==> src/rtl/cordic_phase_gen_pkg.sv <==
// Shared types and constants for the CORDIC phase sweep generator.
// Holds the degree type, adder width, default modulus and FSM encoding.
package cordic_phase_gen_pkg;

   localparam int DEG_MAX_DEF = 360;
   localparam int DEG_W       = 9;
   localparam int SUM_W       = 10;

   typedef logic [DEG_W-1:0] deg_t;

   typedef enum logic [1:0] {
      ST_IDLE = 2'd0,
      ST_RUN  = 2'd1,
      ST_DONE = 2'd2
   } state_t;

endpackage

==> src/rtl/cordic_phase_gen_phase_mod_add.sv <==
// Combinational modular add: a + b, folded back into 0..DEG_MAX-1.
// Both operands must already be below DEG_MAX, so one conditional subtract suffices.
module phase_mod_add
   import cordic_phase_gen_pkg::*;
#(
   parameter int DEG_MAX = DEG_MAX_DEF
) (
   input  logic [DEG_W-1:0] a_i,
   input  logic [DEG_W-1:0] b_i,
   output logic [DEG_W-1:0] sum_o,
   output logic             wrap_o
);

   logic [SUM_W-1:0] sum_raw;
   logic [SUM_W-1:0] sum_sub;

   assign sum_raw = {1'b0, a_i} + {1'b0, b_i};
   assign sum_sub = sum_raw - SUM_W'(DEG_MAX);
   assign wrap_o  = (sum_raw >= SUM_W'(DEG_MAX));

   always_comb begin
      sum_o = sum_raw[DEG_W-1:0];
      if (wrap_o) begin
         sum_o = sum_sub[DEG_W-1:0];
      end
   end

endmodule

==> src/rtl/cordic_phase_gen.sv <==
// Phase sweep generator feeding a CORDIC: emits count phases init, init+step, ... mod DEG_MAX.
// One sample per accepted valid/ready transfer; all outputs are registered.
module cordic_phase_gen
   import cordic_phase_gen_pkg::*;
#(
   parameter int PHASE_W = 32,
   parameter int CNT_W   = 16,
   parameter int DEG_MAX = DEG_MAX_DEF
) (
   input  logic               CLK_50M,
   input  logic               RST_N,
   input  logic               start,
   input  logic               stop,
   input  logic [DEG_W-1:0]   init_phase,
   input  logic [DEG_W-1:0]   step,
   input  logic [CNT_W-1:0]   count,
   output logic [PHASE_W-1:0] Phase,
   output logic               phase_valid,
   input  logic               phase_ready,
   output logic               busy,
   output logic               done,
   output logic               wrap,
   output logic               cfg_err
);

   state_t           state_q, state_d;
   deg_t             phase_q, phase_d;
   deg_t             step_q, step_d;
   logic [CNT_W-1:0] rem_q, rem_d;
   logic             valid_q, valid_d;
   logic             busy_q, busy_d;
   logic             done_q, done_d;
   logic             wrap_q, wrap_d;
   logic             cfg_err_q, cfg_err_d;

   deg_t             add_sum;
   logic             add_wrap;
   logic             cfg_ok;
   logic             xfer;

   phase_mod_add #(
      .DEG_MAX (DEG_MAX)
   ) u_add (
      .a_i    (phase_q),
      .b_i    (step_q),
      .sum_o  (add_sum),
      .wrap_o (add_wrap)
   );

   assign cfg_ok = ({1'b0, init_phase} < SUM_W'(DEG_MAX)) &&
                   ({1'b0, step} < SUM_W'(DEG_MAX)) &&
                   (count != '0);
   assign xfer   = valid_q & phase_ready;

   always_comb begin
      state_d   = state_q;
      phase_d   = phase_q;
      step_d    = step_q;
      rem_d     = rem_q;
      done_d    = 1'b0;
      wrap_d    = 1'b0;
      cfg_err_d = 1'b0;

      case (state_q)
         ST_IDLE: begin
            if (start) begin
               if (cfg_ok) begin
                  step_d  = step;
                  phase_d = init_phase;
                  rem_d   = count;
                  state_d = ST_RUN;
               end else begin
                  cfg_err_d = 1'b1;
               end
            end
         end
         ST_RUN: begin
            if (xfer) begin
               rem_d = rem_q - CNT_W'(1);
               // The last sample stays on Phase; only earlier samples advance.
               if (rem_q == CNT_W'(1)) begin
                  state_d = ST_DONE;
                  done_d  = 1'b1;
               end else begin
                  phase_d = add_sum;
                  wrap_d  = add_wrap;
               end
            end
            if (stop) begin
               state_d = ST_IDLE;
               done_d  = 1'b0;
            end
         end
         ST_DONE: begin
            state_d = ST_IDLE;
         end
         default: begin
            state_d = ST_IDLE;
         end
      endcase

      valid_d = (state_d == ST_RUN);
      busy_d  = (state_d != ST_IDLE);
   end

   always_ff @(posedge CLK_50M or negedge RST_N) begin
      if (!RST_N) begin
         state_q   <= ST_IDLE;
         phase_q   <= '0;
         step_q    <= '0;
         rem_q     <= '0;
         valid_q   <= 1'b0;
         busy_q    <= 1'b0;
         done_q    <= 1'b0;
         wrap_q    <= 1'b0;
         cfg_err_q <= 1'b0;
      end else begin
         state_q   <= state_d;
         phase_q   <= phase_d;
         step_q    <= step_d;
         rem_q     <= rem_d;
         valid_q   <= valid_d;
         busy_q    <= busy_d;
         done_q    <= done_d;
         wrap_q    <= wrap_d;
         cfg_err_q <= cfg_err_d;
      end
   end

   assign Phase       = {{(PHASE_W-DEG_W){1'b0}}, phase_q};
   assign phase_valid = valid_q;
   assign busy        = busy_q;
   assign done        = done_q;
   assign wrap        = wrap_q;
   assign cfg_err     = cfg_err_q;

endmodule

==> config.mk <==
export PLATFORM = sky130hd
export DESIGN_NAME = cordic_phase_gen
export DESIGN_NICKNAME = d
export VERILOG_FILES = /design/src/rtl/cordic_phase_gen_pkg.sv /design/src/rtl/cordic_phase_gen_phase_mod_add.sv /design/src/rtl/cordic_phase_gen.sv
export SDC_FILE = /design/constraint.sdc
export NUM_CORES = 1
export LEC_CHECK = 0
export CAP_MARGIN = 10
export CORE_ASPECT_RATIO = 1.2
export CORE_UTILIZATION = 44
export DETAILED_ROUTE_END_ITERATION = 10
export PLACE_DENSITY = 0.83
export SETUP_SLACK_MARGIN = 0.05
export SLEW_MARGIN = 20
export SYNTH_ARGS = -nofsm -noshare
export SYNTH_HDL_FRONTEND = slang
export SYNTH_SLANG_ARGS = --single-unit
==> constraint.sdc <==
create_clock -name CLK_50M -period 2.7 [get_ports CLK_50M]
set_input_delay 0.54 -clock CLK_50M [delete_from_list [all_inputs] [get_ports CLK_50M]]
set_output_delay 0.54 -clock CLK_50M [all_outputs]
set_load 0.03 [all_outputs]
==> results of run 1 <==
kinds of logic (layout without fill, tap and decap cells):
group | Yosys count | after routing | share of synthesized area
AOI/OAI and AO/OA | 92 | 92 | 0.201
xor gates and xnor gates | 9 | 9 | 0.0300
adders and majority gates | 13 | 13 | 0.0592
buffers and inverters | 46 | 91 | 0.0909
DFF | 41 | 41 | 0.357
muxes | 12 | 12 | 0.0491
other | 1 | 23 | 0.00130
and+or+nand+nor | 116 | 116 | 0.212
worst register-to-register path, stage by stage, from the launching register on:
cell and delay [ns]:
sky130_fd_sc_hd__dfrtp_2 0.43, sky130_fd_sc_hd__ha_4 0.17, sky130_fd_sc_hd__fa_2 0.36, sky130_fd_sc_hd__a21o_1 0.21, sky130_fd_sc_hd__and4_4 0.17, sky130_fd_sc_hd__nor3_4 0.19, sky130_fd_sc_hd__xor2_2 0.12, sky130_fd_sc_hd__or2_1 0.28
sky130_fd_sc_hd__a22o_1 0.24, sky130_fd_sc_hd__mux2_4 0.31, sky130_fd_sc_hd__o22ai_2 0.13
state kept, by name (all words and copies together), names as in the netlist:
name	flops
busy	1
cfg_err	1
done	1
phase_q	9
phase_valid	1
rem_q	16
state_q	2
step_q	9
wrap	1
synthesized netlist by cell type, drive strengths merged, types with 2 or more instances:
| cell type | n |
|---|---|
| dfrtp | 41 |
| nor2 | 39 |
| o21ai | 33 |
| buf | 25 |
| a21oi | 23 |
| nand2 | 20 |
| clkbuf | 13 |
| nor3 | 13 |
| ha | 12 |
| mux2 | 11 |
| nor4 | 9 |
| inv | 8 |
| nand3 | 8 |
| a31oi | 6 |
| and3 | 5 |
| xnor2 | 5 |
| a21o | 4 |
| a22oi | 4 |
| nor3b | 4 |
| xor2 | 4 |
| a32oi | 3 |
| nand3b | 3 |
| o22ai | 3 |
| o31ai | 3 |
| nand2b | 2 |
| nand4 | 2 |
| nand4b | 2 |
| nor2b | 2 |
| o211a | 2 |
| o21a | 2 |
| o22a | 2 |
| or2 | 2 |
| or3 | 2 |
layout make-up:
| cell class | instances | share of cell area |
|---|---|---|
| clock buffer | 6 | 0.0221 |
| clock inverter | 2 | 0.0100 |
| inverter | 8 | 0.00803 |
| multi-input combinational | 265 | 0.470 |
| sequential | 41 | 0.275 |
| tap | 82 | 0.0274 |
| timing repair buffer | 75 | 0.187 |
power breakdown:
group	internal, mW	switching, mW	total (mW)
sequential	0.822	0.198	1.02
clock	0.301	0.225	0.525
combinational	1.50	1.60	3.10
metrics by stage:
step / area, um^2 / util / hold WS (ns) / worst slack (ns) / std cells
4_1_cts: 3640 / 0.590 / 0.313 / 0.0574 / 472
6_report: 3740 / 0.606 / 0.291 / 0.0151 / 479
3_3_place_gp: 3480 / 0.564 / 0.476 / -0.0161 / 461
2_1_floorplan: 2980 / - / 0.244 / 0.0152 / 352
5_1_grt: 3740 / 0.606 / 0.351 / -0.113 / 479
3_5_place_dp: 3480 / 0.564 / 0.509 / -0.0340 / 461
metal layers:
layer	vias up	GRT usage	routed length (um)
met5	-	0	0
met4	0	0.0694	111
met3	14	0.0368	312
met2	91	0.369	3690
met1	1270	0.247	2800
li1	1274	-	-
final timing paths:
check,endpoint,from
setup reg to reg,phase_q[4],phase_q[0]
min in group CLK_50M,rem_q[15],rem_q[15]
hold / removal,rem_q[13],RST_N
hold reg to reg,rem_q[15],rem_q[15]
max in group asynchronous,phase_q[0],RST_N
setup / recovery,phase_q[4],phase_q[0]
what timing repair did:
item | in CTS | in global routing
setup buffers | 3 | 7
endpoints found under the setup margin | 5 | 6
resized for setup | 3 | 9
hold buffers | 0 | 0
pin swaps | 7 | 8
==> results.md, run 1 <==
| Item | Value | Unit |
|:---|:---|:---|
| Sequential share of the synthesized area | 0.357 | - |
| Antenna-violating nets left | 0 | - |
| Delay of the slowest critical-path stage | 0.43 | ns |
| Synth-to-Final Area Change | 30.0 | % |
| Drt via density | 5.53 | - |
| Total negative slack | 0 | ns |
| TritonCTS buffer count | 5 | - |
| Mean area per synthesized cell | 8.72 | um^2 |
| Floorplan die height | 90.6 | um |
| Top flip-flop cell by instance count after synthesis | sky130_fd_sc_hd__dfrtp_1 | - |
| Final slew viol count | 0 | - |
| RSZ-0062 raised after global routing | yes | - |
| Number of synthesis warnings | 0 | - |
| Fraction of final layout cells with drive strength greater than 1 | 0.181 | - |
| Worst ir drop on vdd | 0.643 | mV |
| TritonCTS clock tree | done | - |
| Maximum number of pins on one net before global-route repair | 42 | - |
| Endpoint class of the critical path | flip-flop | - |
| Class of the most critical setup path | reg2reg | - |
| # Max-Cap Violations | 0 | - |
| Ordered cell list for the critical path | ha_4 -> fa_2 -> a21o_1 -> and4_4 -> nor3_4 -> xor2_2 -> or2_1 -> a22o_1 -> mux2_4 -> o22ai_2 | - |
| Setup slack of the worst register-to-register path | 0.02 | ns |
| Leading cell type in the layout, fill and taps excluded | sky130_fd_sc_hd__clkdlybuf4s50_1 | - |
| Arrival time of the worst setup path | 2.90 | ns |
| Global-route usage over all layers | 0.209 | - |
| Worst clock skew | 0.00983 | ns |
| Placed wire-length estimate after detailed placement | 5160 | um |
| Final worst-path cycle share | 0.994 | - |
| Hold Fails Final Rpt | 0 | - |
| Worst slew slack as a fraction of its limit | 0.630 | - |
| H-tree depth | 2 | - |
| Family with the most delay on the worst path | simple AND/OR/NAND/NOR gates | - |
| Area of the multi-input gates | 1760 | um^2 |
| Floorplan Core Area | 6170 | um^2 |
| Number of fill cells | 548 | - |
| Post-synthesis async set-or-reset flop share | 1.00 | - |
| Area fraction of the dominant cell type after synthesis | 0.357 | - |
| Count of different cell masters after synthesis | 59 | - |
| Number of enable flip-flop cells after synthesis | 0 | - |
| Clock Pin Slew Worst Setup and Hold Paths | 0.08 | ns |
| Number of search-and-repair iterations in the first detailed-routing pass | 4 | - |
| Clk buf depth | 2 | - |
| Power Density | 1240 | nW/um^2 |
| Post-synth design cell area | 2880 | um^2 |
| Dominant cell type by area after synthesis | sky130_fd_sc_hd__dfrtp_1 | - |
| Clock Sink Count | 41 | - |
| IO Count | 76 | - |
| CTS Root Buffer Type | sky130_fd_sc_hd__clkbuf_8 | - |
| Area occupied by registers | 1030 | um^2 |
| Fin crit period | 2.68 | ns |
| Lkg Pwr | 1.61 | nW |
| Starting density of the core | 0.466 | - |
| Synthesized netlist cell count | 330 | - |
| Residual DRC count | 0 | - |
| Initial antenna violation count | 0 | - |
| Maximum net fanout on the critical path | 3 | - |
| Clk_lat worst skew | 0.30 | ns |
| Number of global-route vias before repair | 2577 | - |
| R2R depth | 10 | - |
| Achievable clock frequency | 372 | MHz |
| Total chip power | 4.64 | mW |
| Leading cell types in the layout, fill and taps excluded | sky130_fd_sc_hd__clkdlybuf4s50_1, sky130_fd_sc_hd__dfrtp_1, sky130_fd_sc_hd__nor2_1, sky130_fd_sc_hd__o21ai_0, sky130_fd_sc_hd__conb_1 | - |
| Via count | 2649 | - |
| Outcome | complete, no violations | - |
| Pin slew with the least headroom to its limit | 0.554 | ns |
| Register bit total from synthesis | 41 | - |
| Routability cong. | 0.875 | - |
| Top cells by area, synth | sky130_fd_sc_hd__dfrtp_1, sky130_fd_sc_hd__buf_4, sky130_fd_sc_hd__o21ai_0 | - |
| Grt ovf | 0 | - |
| DIE AREA | 6870 | um^2 |
| Class of the worst hold path | in2async | - |
| Total Wirelength | 6920 | um |
| First-pass GRT wire length | 11200 | um |
| Number of cell rows | 31 | - |
| Routed length per placed instance | 14.4 | um |
| # port buffers | 52 | - |
| Required @ worst endpoint | 2.92 | ns |
| Horiz. Die Dim | 75.8 | um |
| Buffering stage count on the worst path with inverters included | 0 | - |
| Setup violators final | 0 | - |
| Count of cell instances traversed by the critical path | 10 | - |
| Ant diodes | 0 | - |
| Critical-path cell with the highest stage delay | sky130_fd_sc_hd__dfrtp_2 | - |
| Post-layout nets | 448 | - |
| DRC marker count from the first detailed-route iteration | 119 | - |
| Worst setup SP type | flip-flop | - |
(Power assumes the default switching activity.)
==> run 2: changes to the inputs <==
--- a/config.mk
+++ b/config.mk
@@ -7,6 +7,7 @@
 export LEC_CHECK = 0
 export CAP_MARGIN = 10
 export CORE_ASPECT_RATIO = 1.2
+export CORE_MARGIN = 8
 export CORE_UTILIZATION = 44
 export DETAILED_ROUTE_END_ITERATION = 10
 export PLACE_DENSITY = 0.83
==> run 2 against run 1 <==
Against the previous run:
- the run now ends with setup timing left
- via count shrank 1.0%
- power shrank 4.9%
- sequential cell count is the same
- clock skew shrank 0.0023 ns
- fmax shrank 0.78%
- cell count shrank 0.63%
- global-route usage shrank 5.0 points
- critical endpoint is now phase_q[6]
- largest power group unchanged
==> results.md, run 2 (synthesis results as in run 1) <==
| Item | Value | Unit | Change |
|:---|:---|:---|:---|
| Setup violators final | 1 | - | was 0 |
| Reg with most FFs | rem_q | - | unchanged |
| Fraction of final layout cells with drive strength greater than 1 | 0.156 | - | was 0.181 |
| Worst ir drop on vdd | 0.614 | mV | was 0.643 mV |
| H-tree depth | 2 | - | unchanged |
| Count of cell instances traversed by the critical path | 11 | - | was 10 |
| Worst setup SP type | flip-flop | - | unchanged |
| Number of cell rows | 32 | - | was 31 |
| Timing endpoint of the critical path | phase_q[6] | - | was phase_q[4] |
| Setup slack of the worst register-to-register path | -0.006 | ns | was 0.02 ns |
| Placed wire-length estimate after detailed placement | 5790 | um | was 5160 um |
| Net switching fraction of the power | 0.442 | - | was 0.435 |
| Family with the most delay on the worst path | simple AND/OR/NAND/NOR gates | - | unchanged |
| Switching power summed over all nets | 1.95 | mW | was 2.02 mW |
| Non-filler instance count after layout | 476 | - | was 479 |
| Power Density | 1200 | nW/um^2 | was 1240 nW/um^2 |
| Clock Pin Slew Worst Setup and Hold Paths | 0.09 | ns | was 0.08 ns |
| Worst clock skew | 0.00754 | ns | was 0.00983 ns |
| DIE AREA | 9390 | um^2 | was 6870 um^2 |
| Final Core Density | 0.576 | - | was 0.606 |
| Worst r2r dst | phase_q[6] | - | was phase_q[4] |
| Required @ worst endpoint | 2.90 | ns | was 2.92 ns |
| Failing checks | setup timing | - |  |
| Sequential cell fraction of total power | 0.229 | - | was 0.220 |
| Delay of the slowest critical-path stage | 0.43 | ns | about the same |
| # port buffers | 52 | - | unchanged |
| TritonCTS clock tree | done | - | unchanged |
| Outcome | finished, violations left | - | was complete, no violations |
| Critical-path cell with the highest stage delay | sky130_fd_sc_hd__dfrtp_2 | - | unchanged |
| Ordered cell list for the critical path | ha_4 -> fa_2 -> a21o_1 -> and4_4 -> nor3_4 -> buf_4 -> xnor2_1 -> nor3_1 -> a211oi_2 -> mux2_2 -> nand3b_1 | - | was ha_4 -> fa_2 -> a21o_1 -> and4_4 -> nor3_4 -> xor2_2 -> or2_1 -> a22o_1 -> mux2_4 -> o22ai_2 |
| Final slew viol count | 0 | - | unchanged |
| Routability cong. | 0.860 | - | was 0.875 |
| Starting density of the core | 0.452 | - | was 0.466 |
| Routed length per placed instance | 15.8 | um | was 14.4 um |
| Arrival time of the worst setup path | 2.90 | ns | about the same |
| R2R depth | 11 | - | was 10 |
| Grt ovf | 0 | - | unchanged |
| TritonCTS buffer count | 5 | - | unchanged |
| Worst slew slack as a fraction of its limit | 0.418 | - | was 0.630 |
| Synth-to-Final Area Change | 27.4 | % | was 30.0% |
| Initial antenna violation count | 0 | - | unchanged |
| Hold Fails Final Rpt | 0 | - | unchanged |
| Pin slew with the least headroom to its limit | 0.873 | ns | was 0.554 ns |
| First-pass GRT wire length | 12600 | um | was 11200 um |
| Total Wirelength | 7540 | um | was 6920 um |
| Clock Sink Count | 41 | - | unchanged |
| Residual DRC count | 0 | - | unchanged |
| Total negative slack | -0.00600 | ns | was 0 ns |
| Leading cell type in the layout, fill and taps excluded | sky130_fd_sc_hd__clkdlybuf4s50_1 | - | unchanged |
| Share of total power in the clock network | 0.123 | - | was 0.113 |
| Maximum net fanout on the critical path | 2 | - | was 3 |
| Final worst-path cycle share | 1.00 | - | was 0.994 |
| Clk buf depth | 2 | - | unchanged |
| Class of the most critical setup path | reg2reg | - | unchanged |
| Fin crit period | 2.71 | ns | was 2.68 ns |
| Beginning of the worst register-to-register path | phase_q[0] | - | unchanged |
| Class of the worst hold path | in2async | - | unchanged |
| Post-layout nets | 442 | - | was 448 |
| Horiz. Die Dim | 89.8 | um | was 75.8 um |
| Lkg Pwr | 1.57 | nW | was 1.61 nW |
| Floorplan die height | 105 | um | was 90.6 um |
| Registers with the highest flip-flop counts | rem_q x16, phase_q x9, step_q x9 | - | unchanged |
| Endpoint class of the critical path | flip-flop | - | unchanged |
| Achievable clock frequency | 370 | MHz | was 372 MHz |
| CTS Root Buffer Type | sky130_fd_sc_hd__clkbuf_8 | - | unchanged |
| Ant diodes | 0 | - | unchanged |
| Max FFs per register | 16 | - | unchanged |
| CTS Hold Bufs | 0 | - | unchanged |
| Minimum setup slack in the final design | -0.00600 | ns | was 0.0151 ns |
| Logic gate share of total power | 0.647 | - | was 0.667 |
| Drt via density | 5.51 | - | was 5.53 |
| Power Internal | 2.46 | mW | was 2.62 mW |
| Buffering stage count on the worst path with inverters included | 1 | - | was 0 |
| Leading cell types in the layout, fill and taps excluded | sky130_fd_sc_hd__clkdlybuf4s50_1, sky130_fd_sc_hd__dfrtp_1, sky130_fd_sc_hd__nor2_1, sky130_fd_sc_hd__o21ai_0, sky130_fd_sc_hd__conb_1 | - | unchanged |
| Via count | 2622 | - | was 2649 |
| Floorplan Core Area | 6370 | um^2 | was 6170 um^2 |
| Maximum number of pins on one net before global-route repair | 48 | - | was 42 |
| RSZ-0062 raised after global routing | yes | - | unchanged |
| Number of global-route vias before repair | 2730 | - | was 2577 |
| Number of placed cells counting well taps | 463 | - | was 461 |
| Number of search-and-repair iterations in the first detailed-routing pass | 4 | - | unchanged |
| DRC marker count from the first detailed-route iteration | 148 | - | was 119 |
| Clk_lat worst skew | 0.31 | ns | was 0.30 ns |
| IO Count | 76 | - | unchanged |
| Antenna-violating nets left | 0 | - | unchanged |
| Launching instance or port of the critical path | phase_q[0] | - | unchanged |
| Global-route usage over all layers | 0.160 | - | was 0.209 |
| # Max-Cap Violations | 0 | - | unchanged |
==> run 2: how the worst min path moves through the flow <==
stage | to | start | slack (ns)
2_1_floorplan | busy | RST_N | 0.24
3_3_place_gp | rem_q[8] | rem_q[8] | 0.48
3_5_place_dp | rem_q[15] | rem_q[15] | 0.50
4_1_cts | rem_q[13] | RST_N | 0.19
5_1_grt | rem_q[7] | RST_N | 0.21
6_report | rem_q[13] | RST_N | 0.18
==> run 2: routing by layer <==
metal	GRT usage	up-vias	part of all wire
li1	-	1266	-
met1	0.175	1270	0.40
met2	0.285	71	0.52
met3	0.0437	15	0.054
met4	0.0618	0	0.020
met5	0	-	0
==> run 2: stage by stage <==
stage	area (um^2)	total power [mW]	setup slack [ns]	hold slack [ns]
finish	3660	4.41	-0.00600	0.181
detailed placement	3480	3.67	-0.0594	0.495
CTS	3620	4.28	0.0318	0.192
global route	3660	4.72	-0.115	0.210
floorplan	2980	2.94	0.0152	0.244
global placement	3480	3.62	-0.00797	0.483
==> run 2: power groups by stage <==
stage / Combinational (mW) / Clock, mW / Sequential, mW
CTS: 2.71 / 0.555 / 1.01
detailed placement: 2.65 / 0 / 1.03
global placement: 2.60 / 0 / 1.02
finish: 2.86 / 0.545 / 1.01
global route: 3.10 / 0.579 / 1.04
floorplan: 1.83 / 0 / 1.12
==> run 2: area by class of cell <==
cell class,instances,area (um^2)
clock buffer,6,82.6
clock inverter,2,37.5
fill,579,2700
inverter,8,30.0
multi-input combinational,265,1730
sequential,41,1030
tap,85,106
timing repair buffer,69,656
==> run 2: worst reg2reg max path, cell delays in order (launching register included) <==
cell	delay, ns
sky130_fd_sc_hd__dfrtp_2	0.43
sky130_fd_sc_hd__ha_4	0.17
sky130_fd_sc_hd__fa_2	0.37
sky130_fd_sc_hd__a21o_1	0.20
sky130_fd_sc_hd__and4_4	0.16
sky130_fd_sc_hd__nor3_4	0.20
sky130_fd_sc_hd__buf_4	0.15
sky130_fd_sc_hd__xnor2_1	0.15
sky130_fd_sc_hd__nor3_1	0.11
sky130_fd_sc_hd__a211oi_2	0.17
sky130_fd_sc_hd__mux2_2	0.35
sky130_fd_sc_hd__nand3b_1	0.15
==> run 2: timing repair <==
action / 4_1_cts / 5_1_grt
setup buffers: 1 / 4
pin swaps: 6 / 6
gates resized for setup: 3 / 4
endpoints found under the setup margin: 5 / 6
==> run 3: changes to the inputs <==
--- a/config.mk
+++ b/config.mk
@@ -5,6 +5,7 @@
 export SDC_FILE = /design/constraint.sdc
 export NUM_CORES = 1
 export LEC_CHECK = 0
+export ABC_CLOCK_PERIOD_IN_PS = 2700
 export CAP_MARGIN = 10
 export CORE_ASPECT_RATIO = 1.2
 export CORE_MARGIN = 8
==> results of run 3 <==
No change in the layout: final DEF, timing and power equal those of run 2.
